## src/rtl/shift_pkg.sv

```systemverilog
// Shared op encodings and per-stage control payload for the pipelined shifter.
// Width-dependent payload fields (amt, tag, data) travel beside this struct on parameterised ports.
package shift_pkg;

  localparam logic [1:0] SHIFT_SLL = 2'b00;
  localparam logic [1:0] SHIFT_SRL = 2'b01;
  localparam logic [1:0] SHIFT_SRA = 2'b10;
  localparam logic [1:0] SHIFT_ROR = 2'b11;

  typedef struct packed {
    logic       valid;
    logic [1:0] op;
    logic       fill;
  } stageCtrl_t;

endpackage

```

## src/rtl/shift_stage.sv

```systemverilog
// One pipeline stage: conditional shift/rotate by 2^STAGE, registered when en is high.
// Latency 1 cycle; en low (global stall) freezes the whole stage payload.
module shift_stage
  import shift_pkg::*;
#(
  parameter int STAGE = 0,
  parameter int WIDTH = 32,
  parameter int TAG_W = 4,
  localparam int LOG2W = $clog2(WIDTH)
) (
  input  logic             clk,
  input  logic             rst,
  input  logic             en,
  input  stageCtrl_t       ctrlIn,
  input  logic [LOG2W-1:0] amtIn,
  input  logic [TAG_W-1:0] tagIn,
  input  logic [WIDTH-1:0] dataIn,
  output stageCtrl_t       ctrlOut,
  output logic [LOG2W-1:0] amtOut,
  output logic [TAG_W-1:0] tagOut,
  output logic [WIDTH-1:0] dataOut
);

  localparam int SH = 1 << STAGE;

  logic [WIDTH-1:0] shifted;

  // Right shifts share one path; the fill bit already encodes SRL (0) versus SRA (sign).
  always_comb begin
    shifted = dataIn;
    if (amtIn[STAGE]) begin
      if (ctrlIn.op == SHIFT_SLL) begin
        shifted = {dataIn[WIDTH-1-SH:0], {SH{1'b0}}};
      end
`ifdef PIPELINED_SHIFT_ROTATE_EN
      else if (ctrlIn.op == SHIFT_ROR) begin
        shifted = {dataIn[SH-1:0], dataIn[WIDTH-1:SH]};
      end
`endif
      else begin
        shifted = {{SH{ctrlIn.fill}}, dataIn[WIDTH-1:SH]};
      end
    end
  end

  always_ff @(posedge clk or posedge rst) begin
    if (rst) begin
      ctrlOut <= '0;
      amtOut  <= '0;
      tagOut  <= '0;
      dataOut <= '0;
    end else if (en) begin
      ctrlOut <= ctrlIn;
      amtOut  <= amtIn;
      tagOut  <= tagIn;
      dataOut <= shifted;
    end
  end

endmodule

```

## src/rtl/pipelined_shift_unit.sv

```systemverilog
// LOG2W-stage barrel shifter (SLL/SRL/SRA; ROR when PIPELINED_SHIFT_ROTATE_EN is defined).
// Latency LOG2W cycles, 1 op/cycle; every stage holds while out_valid & ~out_ready.
module pipelined_shift_unit
  import shift_pkg::*;
#(
  parameter int WIDTH   = 32,
  parameter int SHAMT_W = 32,
  parameter int TAG_W   = 4
) (
  input  logic               clk,
  input  logic               rst,
  input  logic               in_valid,
  output logic               in_ready,
  input  logic [WIDTH-1:0]   in_data,
  input  logic [SHAMT_W-1:0] in_shamt,
  input  logic [1:0]         in_op,
  input  logic [TAG_W-1:0]   in_tag,
  output logic               out_valid,
  input  logic               out_ready,
  output logic [WIDTH-1:0]   out_data,
  output logic [TAG_W-1:0]   out_tag
);

  localparam int LOG2W = $clog2(WIDTH);

  // Index 0 is the decoded entry payload, index k+1 is the output register of stage k.
  stageCtrl_t       ctrlS [LOG2W+1];
  logic [LOG2W-1:0] amtS  [LOG2W+1];
  logic [TAG_W-1:0] tagS  [LOG2W+1];
  logic [WIDTH-1:0] dataS [LOG2W+1];

  logic             stall;
  logic             shamtBig;
  logic             isRot;
  logic             saturate;
  logic             fillBit;
  logic [1:0]       opEff;
  stageCtrl_t       ctrl0;
  logic [LOG2W-1:0] amt0;
  logic [WIDTH-1:0] data0;

  assign stall    = ctrlS[LOG2W].valid & ~out_ready;
  assign in_ready = ~stall;
  assign shamtBig = (in_shamt >= SHAMT_W'(WIDTH));

  always_comb begin
    opEff = in_op;
    isRot = 1'b0;
`ifdef PIPELINED_SHIFT_ROTATE_EN
    isRot = (in_op == SHIFT_ROR);
`else
    if (in_op == SHIFT_ROR) begin
      opEff = SHIFT_SRL;
    end
`endif
    fillBit  = (opEff == SHIFT_SRA) & in_data[WIDTH-1];
    // Oversized shifts collapse to the fill pattern up front; later stages then leave it intact.
    saturate = shamtBig & ~isRot;
    ctrl0    = '{valid: in_valid, op: opEff, fill: fillBit};
    amt0     = saturate ? '0 : in_shamt[LOG2W-1:0];
    data0    = saturate ? {WIDTH{fillBit}} : in_data;
  end

  assign ctrlS[0] = ctrl0;
  assign amtS[0]  = amt0;
  assign tagS[0]  = in_tag;
  assign dataS[0] = data0;

  for (genvar k = 0; k < LOG2W; k++) begin : gStage
    shift_stage #(
      .STAGE (k),
      .WIDTH (WIDTH),
      .TAG_W (TAG_W)
    ) uStage (
      .clk     (clk),
      .rst     (rst),
      .en      (~stall),
      .ctrlIn  (ctrlS[k]),
      .amtIn   (amtS[k]),
      .tagIn   (tagS[k]),
      .dataIn  (dataS[k]),
      .ctrlOut (ctrlS[k+1]),
      .amtOut  (amtS[k+1]),
      .tagOut  (tagS[k+1]),
      .dataOut (dataS[k+1])
    );
  end

  assign out_valid = ctrlS[LOG2W].valid;
  assign out_data  = dataS[LOG2W];
  assign out_tag   = tagS[LOG2W];

  logic unusedTail;
  assign unusedTail = ^{ctrlS[LOG2W].op, ctrlS[LOG2W].fill, amtS[LOG2W]};

endmodule

```

## config.mk

```make
export PLATFORM = sky130hd
export DESIGN_NAME = pipelined_shift_unit
export DESIGN_NICKNAME = d
export VERILOG_FILES = /design/src/rtl/shift_pkg.sv /design/src/rtl/shift_stage.sv /design/src/rtl/pipelined_shift_unit.sv
export SDC_FILE = /design/constraint.sdc
export NUM_CORES = 1
export LEC_CHECK = 0
export ABC_AREA = 1
export CORE_ASPECT_RATIO = 0.5
export CORE_MARGIN = 1
export CORE_UTILIZATION = 40
export DETAILED_ROUTE_END_ITERATION = 10
export PLACE_DENSITY = 0.63
export SLEW_MARGIN = 10
export SYNTH_ARGS = -nofsm -noshare
export SYNTH_HDL_FRONTEND = slang
export SYNTH_SLANG_ARGS = --single-unit
```

## constraint.sdc

```tcl
create_clock -name clk -period 11.85 [get_ports clk]
set_clock_uncertainty 0.2 [all_clocks]
set_input_delay 3.555 -clock clk [delete_from_list [all_inputs] [get_ports clk]]
set_output_delay 3.555 -clock clk [all_outputs]
set_load 0.1 [all_outputs]
```

==> reports/qor.yml <==
num_antenna_cells: 0
core_area_um2: 26600
cp_slowest_cell: "clkdlybuf4s50_1"
drtIter0Drc: 801
ys_ff_latch: 207
wl_per_cell_um: 14.1
synthArstFlopShare_pct: 100
placed_cells: 1830
port_buffers: 111
p_switching_w: 0.00154
r2r_cells: 5
p_leak_nw: 5.94
yosysWarningCount: 0
stdcell_count: 1869
num_vias: 9557
nets: 1576
synth_nets: 1568
wl_um: 26400
grt_pass1_wl_um: 44100
crit_path_end: "in_ready"
synth.most_common_cell: "nand2_1"
track_usage_pct: 18.9
path_buf_inv: 3
rsz0062_at_grt: "false"
cts_hold_buf: 0
ys_types: 28
fp-row-count: 42
tightest_slew_ps: 1150
synth.area.top_cells: "dfrtp_1 48%, nand2_1 15%, o21ai_0 7.3%, nor2_1 6.9%, a31oi_1 5.2%"
grtUsageMet2_pct: 28.5
fin_crit_ps: 9760
cts_max_level: 1
fin_crit_sh_pct: 82.4
combPwrFrac_pct: 41.6
syn-cell-area_um2: 10900
hold_viol: 0
dieArea_um2: 28000
seqPwrFrac_pct: 38.3
hold_slack_ps: 267
synth_top_area_share_pct: 47.5
cp_cell_sequence: "clkdlybuf4s50_1 > nor2_4 > inv_8 > clkdlybuf4s50_1"
power_density_nw_per_um2: 264
worstSetupPathType: "in -> out"
synth_ff_type: "dfrtp_1"
crit_path_start_kind: "primary input"
yosys.area.top_type: "dfrtp_1"
syn_inst: 1494
max_freq_mhz: 102
hold_class: "reg -> reg"
ant_nets: 0
dp_hpwl_um: 17900
io_pins: 112
drc: 0
timing.critical_path.from: "out_ready"
finalMaxSlewViolations: 0
slew_headroom_pct: 23.2
cap_violations: 0
tns_ps: 0
dr.pass1.iters: 6
die_h_um: 119
ff2ff_setup_slack_ps: 8540
cts_sinks: 207
rr_endpoint: "gStage[4].uStage.dataOut[17]$_DFFE_PP0N_"
cts_resized: 0
layout-drive-gt1-share_pct: 3.82
grt_most_used_layer: "met1"
viasPerCell: 5.11
netlist_top_cells_count: "426 x nand2_1, 207 x dfrtp_1, 199 x nor2_1"
use_met3_pct: 2.90
p_int_w: 0.00178
die_w_um: 235
clockPowerShare_pct: 20.1
status: "finished, final reports clean"
synth-seq-area-share_pct: 47.5
clock_latency_ps: 500
grt_pass1_vias: 8795
cts_setup_buffers: 0
clockBufferDepth: 3
tritoncts: "built"
cpPeakStageDelay_ps: 1270
critPathTopFamily: "buffers and inverters"
worst-path-stages: 4
rr_startpoint: "gStage[3].uStage.amtOut[4]$_DFFE_PP0N_"
synth_edf_count: 0
crit_path_end_kind: "primary output"
initial_utilization_pct: 41.0
grt_max_degree: 164
cp_common_cell: "clkdlybuf4s50_1"
clk_pin_slew_ps: 60
p_sw_share_pct: 46.4
worst_ep_arrival_time_ps: 6010
ir_drop_uv: 225
worst-path-max-fanout: 163
avgSynthCellArea_um2: 7.30
finalWeightedCongestion: 0.806
worstPathRequired_ps: 8100
cts_made_buffers: 22
fill_cells: 2647
area_growth_syn_to_layout_pct: 15.4
finalSetupViolCount: 0
grt_use_met1_pct: 28.6
antenna_found_initial: 0
root_buffer: "clkbuf_16"
overflow: 0
[power groups by stage]
stage               logic, W  clock network [W]  registers (W)
floorplan            0.00111                  0        0.00123
global placement     0.00136                  0        0.00127
detailed placement   0.00138                  0        0.00128
CTS                  0.00138           0.000684        0.00127
global route         0.00150           0.000711        0.00131
finish               0.00138           0.000668        0.00127
[stage by stage]
step / util [%] / setup WS (ps) / total power (W) / cell area, µm²
after floorplan: - / 2440 / 0.00235 / 10900
after global placement: 44.6 / 2060 / 0.00263 / 11900
after detailed placement: 44.6 / 2080 / 0.00266 / 11900
after CTS: 47.3 / 2070 / 0.00334 / 12600
after global routing: 47.3 / 1970 / 0.00353 / 12600
final: 47.3 / 2090 / 0.00332 / 12600
[worst reg2reg max path: stages, from the launching register on]
cell and delay, ps:
dfrtp_1 800, clkinv_1 850, a21oi_2 830, o21ai_0 190, o21ai_0 190, o21ai_1 90
[state kept, by name, indices dropped and copies added, names as in the netlist]
name,count
gStage.uStage.tagOut,20
gStage.uStage.dataOut,160
gStage.uStage.ctrlOut,17
gStage.uStage.amtOut,10
[worst min path at each step]
stage | startpoint | depth (start not counted) | slack (ps) | end
finish | gStage[3].uStage.ctrlOut[3]$_DFFE_PP0N_ | 1 | 270 | gStage[4].uStage.ctrlOut[3]$_DFFE_PP0N_
floorplan | gStage[3].uStage.ctrlOut[3]$_DFFE_PP0N_ | 1 | 240 | gStage[4].uStage.ctrlOut[3]$_DFFE_PP0N_
detailed placement | gStage[3].uStage.ctrlOut[3]$_DFFE_PP0N_ | 1 | 250 | gStage[4].uStage.ctrlOut[3]$_DFFE_PP0N_
global route | gStage[3].uStage.ctrlOut[3]$_DFFE_PP0N_ | 1 | 290 | gStage[4].uStage.ctrlOut[3]$_DFFE_PP0N_
CTS | gStage[3].uStage.ctrlOut[3]$_DFFE_PP0N_ | 1 | 270 | gStage[4].uStage.ctrlOut[3]$_DFFE_PP0N_
global placement | gStage[2].uStage.tagOut[2]$_DFFE_PP0N_ | 2 | 250 | gStage[3].uStage.tagOut[2]$_DFFE_PP0N_
[layer usage]
metal,vias to the layer above,share of wire (%)
met4,0,1.4
met1,4424,51
li1,4845,-
met5,-,0
met2,261,42
met3,27,5.3
[layout by cell type, fill, tap and decap left out, types with 9 or more instances in the layout]
cell / instances
o211ai_1: 12
buf_4: 9
o21ai_0: 160
nor2_1: 197
nor3_1: 9
dfrtp_1: 207
clkdlybuf4s50_1: 111
inv_1: 94
clkbuf_16: 23
nand3_1: 46
a21oi_1: 84
o21ai_1: 10
nand2_1: 426
a31oi_1: 90
[layout make-up]
class                           count  area (µm²)  share of cell area, %
Clock inverter                      6        36.3                  0.289
Tap cell                          352         440                   3.50
Inverter                          100         390                   3.10
Clock buffer                       33         673                   5.35
Timing Repair Buffer              120        1180                   9.37
Sequential cell                   207        5180                   41.2
Multi-Input combinational cell   1051        4680                   37.2
[cells by family after synthesis]
group                  synth area share [%]
and+or+nand+nor                        24.8
AOI/OAI and AO/OA                      18.0
buffers and inverters                  9.66
DFF                                    47.5
(Power assumes the default switching activity.)
==> RTL edit 1, RTL diff (same settings) <==
The option `PIPELINED_SHIFT_ROTATE_EN` is turned on by a define.
--- a/src/rtl/shift_stage.sv
+++ b/src/rtl/shift_stage.sv
@@ -2,2 +2,4 @@
 // Latency 1 cycle; en low (global stall) freezes the whole stage payload.
+`define PIPELINED_SHIFT_ROTATE_EN
+
 module shift_stage
Formal check against the unedited RTL: not equivalent (a bounded check fails within 10 cycles, from zero or initial values and one cycle with rst high).
==> RTL edit 1 against the original RTL <==
  * Utilization decreased by 0.60 points
  * Die area increased by 3.5%
  * Critical path depth unchanged
  * Routed wire length increased by 9.8%
  * Worst setup slack improved by 320 ps
  * Final cell count increased by 5.7%
  * Design area increased by 2.9%
  * Fmax increased by 3.4%
  * Total power increased by 7.1%
  * Area after synthesis increased by 3.5%
  * Largest cell class unchanged
  * Sequential share of layout area decreased by 1.2 points
  * Sequential cell count unchanged
  * Critical endpoint unchanged
  * Clock power decreased by 2%
==> RTL edit 1: results (changes against the original RTL) <==
| Metric | Value |
|---|---|
| Avg WL per Cell | `14.7 microns (+3.9%)` |
| Critical R2R Capture | `gStage[3].uStage.dataOut[28]$_DFFE_PP0N_` |
| Synth unique cells | `24 (-14%)` |
| RD Place Congestion | `0.860 (+6.6%)` |
| Leakage power total | `6.08 nW (+2.4%)` |
| Largest net degree at the start of global routing | `130 (-21%)` |
| Share of layout cells above drive strength 1 | `0.0364 (-0.00185)` |
| Placed cell area | `12300 sq um (+3.4%)` |
| Vias/cell | `5.11 (about the same)` |
| All-Layer GR Usage | `0.204 (+0.0148)` |
| Peak supply drop | `148 uV (-34%)` |
| Flop2flop setup slack | `9130 ps (+590 ps)` |
| Post-synth top cells | `nand2_1 (467), dfrtp_1 (207), nor2_1 (205)` |
| Worst-Margin Slew | `1100 ps (-52.5 ps)` |
| Vias in the first global route | `9280 (+5.5%)` |
| Initial antenna violation count | `0 (unchanged)` |
| Post-synthesis xor/xnor area fraction | `0.000776 (+0.000776)` |
| FILL cells | `2785 (+5.2%)` |
| Post-DP HPWL | `19700 microns (+10%)` |
| CTS buffer count | `21 (-4.5%)` |
| Status | `finished clean` |
| Count leader, synth | `nand2_1` |
| Post-CTS Setup Bufs | `0 (unchanged)` |
| Post-synthesis net count | `1650 (+5.2%)` |
| Clock buffer depth | `3 (unchanged)` |
| Drt first pass iters | `6 (unchanged)` |
| Area contributors post-synth | `dfrtp_1 (46%), nand2_1 (16%), nor2_1 (6.8%)` |
| R2r startpoint | `gStage[2].uStage.ctrlOut[1]$_DFFE_PP0N_` |
| Initial DRC count | `951 (+19%)` |
| Post-synthesis adder-cell area fraction | `0 (unchanged)` |
| H-tree depth | `1 (unchanged)` |
| Via Count | `10.1k (+5.7%)` |
| CP max FO | `85 (-48%)` |
| Placed instance count | `1941 (+6.1%)` |
| Post-Syn Area per Cell | `7.16 sq um (-1.9%)` |
| Reg2reg path depth | `4 (-1)` |
| Warnings from Yosys | `0 (unchanged)` |
| Synth Area in Compound Gates | `0.171 (-0.00845)` |
| Hold slack | `249 ps (-18.0 ps)` |
| Global-route wire length before repair | `48100 microns (+9.2%)` |
| Register area share after synthesis | `0.459 (-0.0162)` |
| WP data arrival | `5690 ps (-320 ps)` |
## RTL edit 1: cell type report
type / count / area (sq um) / share of cell area
Clock buffer: 31 / 613 / 0.0474
Clock inverter: 4 / 51.3 / 0.00397
Inverter: 105 / 409 / 0.0316
Multi-Input combinational cell: 1125 / 5010 / 0.387
Sequential cell: 207 / 5180 / 0.400
Tap cell: 382 / 478 / 0.0369
Timing Repair Buffer: 122 / 1190 / 0.0923
## RTL edit 1: cells by family after synthesis
logic type | after synthesis
simple gates | 773
compound gates | 351
buf+inv | 244
flops | 207
xor+xnor | 1
## RTL edit 1: worst min-delay path by stage
stage	endpoint	depth (start not counted)	slack (ps)	startpoint
3_5_place_dp	gStage[4].uStage.ctrlOut[3]$_DFFE_PP0N_	2	230	gStage[3].uStage.ctrlOut[3]$_DFFE_PP0N_
5_1_grt	gStage[4].uStage.ctrlOut[3]$_DFFE_PP0N_	2	280	gStage[3].uStage.ctrlOut[3]$_DFFE_PP0N_
4_1_cts	gStage[4].uStage.ctrlOut[3]$_DFFE_PP0N_	2	250	gStage[3].uStage.ctrlOut[3]$_DFFE_PP0N_
2_1_floorplan	gStage[4].uStage.ctrlOut[3]$_DFFE_PP0N_	2	220	gStage[3].uStage.ctrlOut[3]$_DFFE_PP0N_
3_3_place_gp	gStage[4].uStage.ctrlOut[3]$_DFFE_PP0N_	2	230	gStage[3].uStage.ctrlOut[3]$_DFFE_PP0N_
6_report	gStage[4].uStage.ctrlOut[3]$_DFFE_PP0N_	2	250	gStage[3].uStage.ctrlOut[3]$_DFFE_PP0N_
## RTL edit 1: power by group
part	leakage (nW)	total [mW]	internal, mW	switching [mW]
Clock	0.323	0.652	0.379	0.274
Combinational	3.24	1.57	0.443	1.13
Sequential	2.51	1.33	1.02	0.309
Total	6.08	3.56	1.85	1.71
## RTL edit 1: through the flow
stage	total power, mW	util	setup slack [ps]
after detailed placement	2.91	0.443	2410
after global placement	2.87	0.443	2420
after CTS	3.57	0.467	2410
after global routing	3.79	0.467	2320
after floorplan	2.54	-	2440
final	3.56	0.467	2410
## RTL edit 1: layer usage
metal  share of wire  GRT usage  up-vias  wire length (microns)
li1                -          -     5129                      -
met1            0.50      0.302     4701                  14400
met2            0.44      0.323      240                  12900
met3           0.044     0.0228       30                   1280
met4           0.015     0.0361        0                    423
met5               0          0        -                      0
## RTL edit 1: worst max-delay path, cell delays in order
cell and delay [ps]:
clkdlybuf4s50_1 500, nor2_4 70, inv_8 320, clkdlybuf4s50_1 1230
==> RTL edit 2, RTL diff (same flow settings) <==
Made on the original files. Make the reset (`rst`) synchronous in one clocked block.
--- a/src/rtl/shift_stage.sv
+++ b/src/rtl/shift_stage.sv
@@ -45,3 +45,3 @@
 
-  always_ff @(posedge clk or posedge rst) begin
+  always_ff @(posedge clk) begin
     if (rst) begin
Behaviour: not the same (a bounded check fails within 10 cycles, from zero or initial values and one cycle with rst high; the reset may be asserted at any time).
==> RTL edit 2 against the original RTL <==
  * Register-to-register slack better by 510 ps
  * Worst setup slack improved by 260 ps
  * Non-clock buffer count unchanged
  * Area after synthesis is 5.6% lower
  * Final cell count increased by 2.7%
  * Sequential cell count unchanged
  * Critical path depth unchanged
  * Routed wire length rose by 2.6%
  * Via count is 3.6% higher
  * Design area shrank 5.9%
  * Sequential share of layout area fell by 6.2 points
  * Critical path type unchanged
  * Highest routed layer unchanged
Power is not compared: it rests on default switching activity, and its combinational part moved more than twofold at a synthesized area within 25%.
==> RTL edit 2: results (changes against the original RTL) <==
| Metric | Value |
|---|---|
| Largest net degree at the start of global routing | `130 (-21%)` |
| Worst Hold End | `gStage[1].uStage.tagOut[2]$_SDFFE_PP0N_` |
| Share of layout cells above drive strength 1 | `0.0375 (-0.000773)` |
| CTS buffer count | `21 (-4.5%)` |
| Post-synthesis net count | `1648 (+5.1%)` |
| Status | `finished clean` |
| Global-route wire length before repair | `44800 microns (+1.6%)` |
| Initial DRC count | `906 (+13%)` |
| Hold path cells | `2 (+1)` |
| H-tree depth | `1 (unchanged)` |
| Register area share after synthesis | `0.403 (-0.0727)` |
| RD Place Congestion | `0.816 (+1.2%)` |
| Relative slew slack | `0.235 (+0.00377)` |
| Post-DP HPWL | `17900 microns (+0.16%)` |
| Fraction of registers with async set/reset | `0 (-1.00)` |
| Switching portion of total power | `0.250` |
| Synth unique cells | `24 (-14%)` |
| Reg2reg path depth | `8 (+3)` |
| Largest regs | `gStage.uStage.dataOut: 160 flops, gStage.uStage.tagOut: 20 flops, gStage.uStage.ctrlOut: 17 flops` |
| All-Layer GR Usage | `0.203 (+0.0136)` |
| R2r startpoint | `gStage[4].uStage.ctrlOut[3]$_SDFFE_PP0N_` |
| Via Count | `9905 (+3.6%)` |
| Hold slack | `275 ps (+7.78 ps)` |
| Leakage power total | `between 4 and 5 nW` |
| Clk_lat worst skew | `500 ps (about the same)` |
| Critical R2R Capture | `gStage[0].uStage.dataOut[31]$_SDFFE_PP0N_` |
| Routed WL | `27100 microns (+2.6%)` |
| Flop2flop setup slack | `9050 ps (+510 ps)` |
| WP data arrival | `5740 ps (-270 ps)` |
| Top FF cell, synth | `dfxtp_1` |
| Worst Min Path Start | `gStage[1].uStage.tagOut[2]$_SDFFE_PP0N_` |
| Area contributors post-synth | `dfxtp_1 (40%), o21ai_0 (15%), nand2_1 (13%)` |
| Warnings from Yosys | `0 (unchanged)` |
| Vias in the first global route | `8797 (+0.023%)` |
| CP max FO | `114 (-30%)` |
| Clock buffer depth | `3 (unchanged)` |
| Post-synth top cells | `nand2_1 (355), o21ai_0 (308), nor2_1 (228)` |
[RTL edit 2: cell count changes in the layout (fill, tap and decap cells not counted), sizes merged, moves of 5 or more]
cell,before,now
o211ai,12,0
o21ai,170,318
inv,98,67
o22ai,2,8
a21oi,85,100
nor3,9,1
a31oi,90,84
dfxtp,0,207
nand3,47,40
nor2,204,234
dfrtp,207,0
clkinv,8,3
nand2,427,356
[RTL edit 2: cells by family after synthesis]
family	count (synthesis)	share of synthesized area
flops	207	0.403
buf+inv	222	0.0964
compound gates	511	0.260
simple gates	634	0.241
[RTL edit 2: worst max path at each step]
stage,startpoint,cells past startpoint,slack (ps),end
2_1_floorplan,out_ready,4,3110,in_ready
3_3_place_gp,out_ready,4,2310,in_ready
3_5_place_dp,out_ready,4,2330,in_ready
4_1_cts,out_ready,4,2320,in_ready
5_1_grt,out_ready,4,2260,in_ready
6_report,out_ready,4,2350,in_ready
[RTL edit 2: layout make-up]
class	instances	area, sq um
well taps	344	430
fillers	2570	13400
inverters	67	262
flip-flops and latches	207	4140
repair buffers	120	1180
multi-input cells	1145	5170
clock inverters	5	56.3
clock buffers	31	603
[RTL edit 2: through the flow]
step | setup slack [ps] | cells | area, sq um
floorplan | 3110 | 1574 | 10300
global placement | 2310 | 1883 | 11200
detailed placement | 2330 | 1883 | 11200
CTS | 2320 | 1919 | 11800
global route | 2260 | 1919 | 11800
finish | 2350 | 1919 | 11800
[RTL edit 2: worst max-delay path, stage by stage]
cell and delay [ps]:
clkdlybuf4s50_1 510, nor2_4 70, inv_8 380, clkdlybuf4s50_1 1240
[RTL edit 2: per-layer routing]
layer,vias up,track usage,part of all wire
li1,5195,-,-
met1,4439,0.305,0.51
met2,235,0.305,0.41
met3,36,0.0303,0.054
met4,0,0.0418,0.018
met5,-,0,0
[RTL edit 2: power groups by stage]
stage | registers [mW] | clock network (mW) | logic, mW
2_1_floorplan | 0.746 | 0 | 0.104
3_3_place_gp | 0.750 | 0 | 0.151
3_5_place_dp | 0.750 | 0 | 0.153
4_1_cts | 0.735 | 0.655 | 0.154
5_1_grt | 0.738 | 0.682 | 0.171
6_report | 0.736 | 0.640 | 0.154
